`src/rtl/cycle_count_display.sv`:
```
// rtl/cycle_count_display.sv - captures Sobel cycle count, double-dabble to BCD, drives six 7-seg displays.
// Optional leading-zero blanking: define CYCLE_DISPLAY_LZB_EN.
module cycle_count_display #(
  parameter int CNT_W      = 32,
  parameter int BCD_DIGITS = 10
) (
  input  logic             clk,
  input  logic             rst,
  input  logic             done_in,
  input  logic [CNT_W-1:0] total_cycles_in,
  input  logic             page_sel,
  output logic             busy,
  output logic             valid,
  output logic [6:0]       hex0,
  output logic [6:0]       hex1,
  output logic [6:0]       hex2,
  output logic [6:0]       hex3,
  output logic [6:0]       hex4,
  output logic [6:0]       hex5
);

  localparam int BW = 4 * BCD_DIGITS;
  localparam int CW = $clog2(CNT_W);

  typedef enum logic {S_IDLE, S_CONVERT} state_t;

  state_t                r_state, w_state_next;
  logic                  r_done_q;
  logic [CNT_W-1:0]      r_shreg;
  logic [BW-1:0]         r_bcd, r_disp, w_bcd_adj;
  logic [BW+CNT_W-1:0]   w_cat;
  logic [CW-1:0]         r_cnt;
  logic                  r_busy, r_valid;
  logic                  w_start, w_last;
  logic [BCD_DIGITS-1:0] w_blank;
  logic [6:0]            r_hex [6];
  logic [6:0]            w_hex [6];

  function automatic logic [6:0] seg(input logic [3:0] d, input logic blank);
    if (blank) return 7'h7F;
    case (d)
      4'd0:    return 7'h40;
      4'd1:    return 7'h79;
      4'd2:    return 7'h24;
      4'd3:    return 7'h30;
      4'd4:    return 7'h19;
      4'd5:    return 7'h12;
      4'd6:    return 7'h02;
      4'd7:    return 7'h78;
      4'd8:    return 7'h00;
      4'd9:    return 7'h10;
      default: return 7'h7F;
    endcase
  endfunction

  always_ff @(posedge clk or posedge rst) begin
    if (rst) r_state <= S_IDLE;
    else     r_state <= w_state_next;
  end

  always_comb begin
    w_start      = done_in & ~r_done_q;
    w_last       = (r_cnt == CW'(CNT_W - 1));
    w_state_next = r_state;
    case (r_state)
      S_IDLE:    if (w_start) w_state_next = S_CONVERT;
      S_CONVERT: if (w_last)  w_state_next = S_IDLE;
      default:   w_state_next = S_IDLE;
    endcase
  end

  always_comb begin
    w_bcd_adj = r_bcd;
    for (int i = 0; i < BCD_DIGITS; i++) begin
      if (r_bcd[4*i +: 4] >= 4'd5) w_bcd_adj[4*i +: 4] = r_bcd[4*i +: 4] + 4'd3;
    end
    w_cat = {w_bcd_adj, r_shreg} << 1;
  end

  always_ff @(posedge clk or posedge rst) begin
    if (rst) begin
      r_done_q <= 1'b0;
      r_shreg  <= '0;
      r_bcd    <= '0;
      r_disp   <= '0;
      r_cnt    <= '0;
      r_busy   <= 1'b0;
      r_valid  <= 1'b0;
    end else begin
      r_done_q <= done_in;
      case (r_state)
        S_IDLE: begin
          if (w_start) begin
            r_shreg <= total_cycles_in;
            r_bcd   <= '0;
            r_cnt   <= '0;
            r_busy  <= 1'b1;
          end
        end
        S_CONVERT: begin
          r_bcd   <= w_cat[BW+CNT_W-1:CNT_W];
          r_shreg <= w_cat[CNT_W-1:0];
          r_cnt   <= r_cnt + CW'(1);
          if (w_last) begin
            r_disp  <= w_cat[BW+CNT_W-1:CNT_W];
            r_valid <= 1'b1;
            r_busy  <= 1'b0;
          end
        end
        default: ;
      endcase
    end
  end

`ifdef CYCLE_DISPLAY_LZB_EN
  always_comb begin
    logic v_zero_run;
    v_zero_run = 1'b1;
    w_blank    = '0;
    // Scan from the most significant digit; digit 0 is never blanked.
    for (int i = BCD_DIGITS - 1; i >= 0; i--) begin
      v_zero_run = v_zero_run & (r_disp[4*i +: 4] == 4'd0);
      w_blank[i] = v_zero_run && (i != 0);
    end
  end
`else
  always_comb w_blank = '0;
`endif

  always_comb begin
    for (int n = 0; n < 6; n++) begin
      w_hex[n] = 7'h7F;
      if (r_valid) begin
        if (!page_sel)  w_hex[n] = seg(r_disp[4*n +: 4], w_blank[n]);
        else if (n < 4) w_hex[n] = seg(r_disp[4*(n+6) +: 4], w_blank[n+6]);
      end
    end
  end

  always_ff @(posedge clk or posedge rst) begin
    if (rst) begin
      for (int n = 0; n < 6; n++) r_hex[n] <= 7'h7F;
    end else begin
      for (int n = 0; n < 6; n++) r_hex[n] <= w_hex[n];
    end
  end

  assign busy  = r_busy;
  assign valid = r_valid;
  assign hex0  = r_hex[0];
  assign hex1  = r_hex[1];
  assign hex2  = r_hex[2];
  assign hex3  = r_hex[3];
  assign hex4  = r_hex[4];
  assign hex5  = r_hex[5];

endmodule

```
`config.mk`:
```
export PLATFORM = sky130hd
export DESIGN_NAME = cycle_count_display
export DESIGN_NICKNAME = d
export VERILOG_FILES = /design/src/rtl/cycle_count_display.sv
export SDC_FILE = /design/constraint.sdc
export NUM_CORES = 1
export LEC_CHECK = 0
export ABC_CLOCK_PERIOD_IN_PS = 11400
export CORE_MARGIN = 2
export CORE_UTILIZATION = 40
export CTS_BUF_LIST = sky130_fd_sc_hd__clkbuf_8
export CTS_CLUSTER_DIAMETER = 80
export DETAILED_ROUTE_END_ITERATION = 16
export DONT_BUFFER_PORTS = 1
export PLACE_DENSITY_LB_ADDON = 0.25
export SLEW_MARGIN = 20
export SYNTH_ARGS = -nofsm -noshare
export SYNTH_HDL_FRONTEND = slang
export SYNTH_SLANG_ARGS = --single-unit
```
`constraint.sdc`:
```
create_clock -name clk -period 11.4 [get_ports clk]
set_input_delay 2.28 -clock clk [delete_from_list [all_inputs] [get_ports clk]]
set_output_delay 2.28 -clock clk [all_outputs]
set_load 0.02 [all_outputs]
```
Word level (Yosys, flattened, before mapping)
Memory sizes are Yosys's and may differ from the RTL's.
Index checks and enable logic that the tools add are counted.
{ "totals": {"rom_bits": 1120, "in_bits": 36, "ram_bits": 0, "reg_bits": 163, "latch_bits": 0, "memories": 10} }
{ "memory_table": {"columns": ["name", "depth", "word_bits", "read_ports", "rd_clocked_by_memory_dff", "wr", "line", "source"], "rows": [
  ["(name not given)", 16, 7, 1, 0, 0, "41", "case (d)"],
  ["(name not given)", 16, 7, 1, 0, 0, "41", null],
  ["(name not given)", 16, 7, 1, 0, 0, "41", null],
  ["(name not given)", 16, 7, 1, 0, 0, "41", null],
  ["(name not given)", 16, 7, 1, 0, 0, "41", null],
  ["(name not given)", 16, 7, 1, 0, 0, "41", null],
  ["4 more memories", null, null, null, null, null, null, null]
]} }
{ "classes": {"n_shift": 0, "div": 0, "n_addsub": 11, "n_mux": 48, "bitwise": 3, "order_cmp": 10, "n_eq_ne": 3, "multipliers": 0, "reduce_logical": 2} }
{ "op_table": {"columns": ["operator", "n"], "rows": [
  ["$mux 7", 22],
  ["$pmux 40 s2", 1],
  ["$pmux 32 s2", 1],
  ["$ge 4x3->1 const B", 10],
  ["$mux 40", 1],
  ["$add 4x2->4 const B", 9],
  ["$mux 4", 9],
  ["$mux 32", 1],
  ["$pmux 5 s2", 1],
  ["$mux 1", 8],
  ["$add 5x1->5 const B", 1],
  ["$eq 5x5->1 const B", 1],
  ["$mux 5", 1],
  ["$pmux 1 s2", 2],
  ["$reduce_and 2->1", 2],
  ["$add 3x2->3 const B", 1],
  ["$mux 3", 1],
  ["$ne 2x1->1 const B", 1],
  ["$ne 2x2->1 const B", 1],
  ["$not 1->1", 2],
  ["$and 1x1->1", 1]
]} }

Logic depth before layout (Yosys ltp)
{ "logic_depth": {"ltp_word": 5, "ltp_mapped": 8, "ltp_nobuf": 6} }

Worst setup path after synthesis
Ideal clock, no wire load.
{ "synth_timing": {"path_type": "input port to flip-flop", "start": "in done_in", "end": "reg r_bcd[10]", "n_path_buf": 3, "path_slack_ns": 8.197, "stages": 5, "arrival_time_ns": 3.067, "setup_ns": 0.137, "path_cell_list": "nor2b_1 buf_2 buf_2 buf_2 o32ai_1"} }
{ "synth_via": {"elab_chain_len": 2} }
{ "synth_lines": {"columns": ["item", "line", "source"], "rows": [
  ["start: declaration", "9", "input logic done_in,"],
  ["$and 1x1->1", "62", "w_start = done_in & ~r_done_q;"],
  ["$ne 2x2->1 (no source line)", null, null],
  ["end signal: assignment", "101", "r_bcd <= w_cat[BW+CNT_W-1:CNT_W];"],
  ["end: declaration", "30", "logic [BW-1:0] r_bcd, r_disp, w_bcd_adj;"]
]} }
Every way passes these cells.
A chain may end at the register's enable or synchronous reset.

Worst setup path in the final report
{ "layout_timing": {"start": "reg r_hex, in the netlist hex5[4]", "end": "out hex5[4]"} }
{ "layout_rtl": {"columns": ["item", "line", "source"], "rows": [
  ["start: declaration", "36", "logic [6:0] r_hex [6];"],
  ["end: declaration", "19", "output logic [6:0] hex5"]
]} }
No word-level cell between the ends.

==> flow_summary.ini <==
[logic_synthesis]
synth_nets = 1174
synth_cells = 1066
ys_seq_area_frac = 0.4138
synthTopCellsByCount = 121 x dfrtp_1, 115 x nand2_1, 91 x o21ai_0
ys_warn_count = 0
synth_most_common_cell = dfrtp_1
synth_top_area_frac = 0.3033
synth.largest_area_cell = dfrtp_1
synthTopCellsByArea = dfrtp_1 30%, dfstp_2 11%, ha_1 9.0%
ys_async_sr_fraction = 1.000
synth_edf_count = 0
ys.flop_type = dfrtp_1
ys_types = 57
avgSynthCellArea_um2 = 9.366
netlist_area_um2 = 9985
ys_ff_latch = 163

[sta]
holdWs_ns = 0.4867
slew_headroom = 0.3187
setup_tns_ns = 0
rsz0062_at_grt = false
skew_ns = 0.01175
slew_viol_final = 0
fin_crit_sh = 0.2933
fmax_ghz = 0.2991
report.final.hold_viol_count = 0
worst_pin_slew_ns = 1.022
finalSetupViolCount = 0
post-route-min-period_ns = 3.343

[min_path]
holdCritStartpoint = r_shreg[2]
hold_end = r_shreg[3]
holdPathStages = 2
hp-class = reg2reg

[critical_path]
rrSetupSlack_ns = 9.11
worstSetupStartpointType = flop
cp_max_fo = 1
end_kind = output port
crit_type = reg2out
critical_path_arrival_ns = 1.06
r2r-start = r_cnt[0]
cp.required_ns = 9.12
worstReg2RegEnd = r_disp[12]
rr_worst_depth = 6

[cts]
worst_skew_pair.late_latency_ns = 0.47
holdBufCountCts = 0
cts_sinks = 163
post_cts_buffers = 0
h-tree-depth = 4
cts_tree = yes
cts.clk_slew.worst_paths_ns = 0.09
clock_path_buffers = 2
cts_made_buffers = 17
cts-root-buf = clkbuf_8
cts_resized = 0

[route]
drt-initial-drc-count = 431
antenna_left = 0
drt_pass1_iterations = 5
wl_um = 22120
drc = 0
num_vias = 7457
vias_per_cell = 5.561
drt-wirelength-per-cell_um = 16.49

[floorplan]
start_util = 0.4094
placeableCoreArea_um2 = 24390
die_area_um2 = 26240
die_x_um = 162.0
io_pins = 80
std_cell_rows = 57
die_h_um = 162.0

[global_route]
gr-total-overflow = 0
grtUsageTotal = 0.1742
grt_max_degree = 112
grt_pass1_wl_um = 36860
antenna_found_initial = 0
grt_pass1_vias = 7065

[final_layout]
register_area_um2 = 4135
antenna_cells = 0
multi_input_area_um2 = 5269
drive_gt1_frac = 0.09145
fin_nets = 1112
stdcell_count = 1341
fillerInstances = 2407
syn_to_final_growth_pct = 4.686

[pwr]
p_total_mw = 3.030
leakage_nw = 4.336
p_per_area_nw_per_um2 = 289.9
ir_worst_vdd_mv = 0.08964

[placement]
port_buffers = 0
placed_cells = 1309
place_congestion = 0.8051
place_hpwl_um = 14370

[run_status]
status = completed

[job]
cap_viol_max_count = 0
[cell families after synthesis]
| family | share of synthesized area |
|---|---|
| buffers and inverters | 0.05927 |
| DFF | 0.4138 |
| xor gates and xnor gates | 0.002632 |
| adders and majority gates | 0.09023 |
| and+or+nand+nor | 0.1861 |
| muxes | 0.04637 |
| AOI/OAI and AO/OA | 0.2016 |
[routing by layer]
| layer | vias to the layer above | part of all wire | track usage |
|---|---|---|---|
| li1 | 3722 | - | - |
| met1 | 3564 | 0.49 | 0.2424 |
| met2 | 144 | 0.45 | 0.2723 |
| met3 | 27 | 0.046 | 0.03677 |
| met4 | 0 | 0.017 | 0.05511 |
| met5 | - | 0 | 0 |
[flip-flops by register name, summed over array words and instances (netlist names)]
name and flops:
hex2 7, r_cnt 5, r_state 1, hex4 7, hex3 7, r_disp 40
busy 1, hex5 7, hex1 7, r_shreg 32, valid 1, r_done_q 1
hex0 7, r_bcd 40
[layout make-up]
type	count	share of cell area
Clock buffer	18	0.02370
Clock inverter	14	0.01508
Inverter	52	0.01915
Multi-Input combinational cell	765	0.5041
Sequential cell	163	0.3956
Tap cell	324	0.03878
Timing Repair Buffer	5	0.003591
[power breakdown]
part	switching (mW)	total (mW)	leakage (nW)	internal (mW)
Clock	0.225	0.447	0.223	0.222
Sequential	0.440	1.33	1.94	0.892
Combinational	0.682	1.25	2.17	0.569
[cell usage in the layout (no fill, tap or decap), drive strengths merged, types with 13 or more instances in the layout]
cell type	netlist	layout
dfrtp	121	121
nand2	116	116
o21ai	91	91
ha	72	72
inv	52	61
nand2b	55	55
nor2b	49	49
mux2i	44	44
a21oi	42	42
dfstp	42	42
nand3	28	28
nor2	22	22
o22ai	18	18
clkbuf	46	18
a211oi	15	15
a32o	15	15
a22oi	14	14
nand4	13	13
o31ai	13	13
o311ai	13	13
[how the worst max path moves through the flow]
stage,from,endpoint,slack [ns],cells past startpoint
6_report,hex5[4],hex5[4],8.06,0
3_5_place_dp,rst,r_state,7.43,2
3_3_place_gp,rst,r_state,7.44,2
4_1_cts,rst,r_state,7.94,2
2_1_floorplan,rst,busy,4.78,1
5_1_grt,rst,r_state,7.74,2
[metrics by stage]
step / worst slack (ns) / area (µm²) / utilization
4_1_cts: 7.945 / 10450 / 0.4285
6_report: 8.057 / 10450 / 0.4285
3_5_place_dp: 7.430 / 10050 / 0.4119
3_3_place_gp: 7.441 / 10050 / 0.4119
5_1_grt: 7.742 / 10450 / 0.4285
2_1_floorplan: 4.785 / 9985 / -
Power figures use the tool's default switching activity.
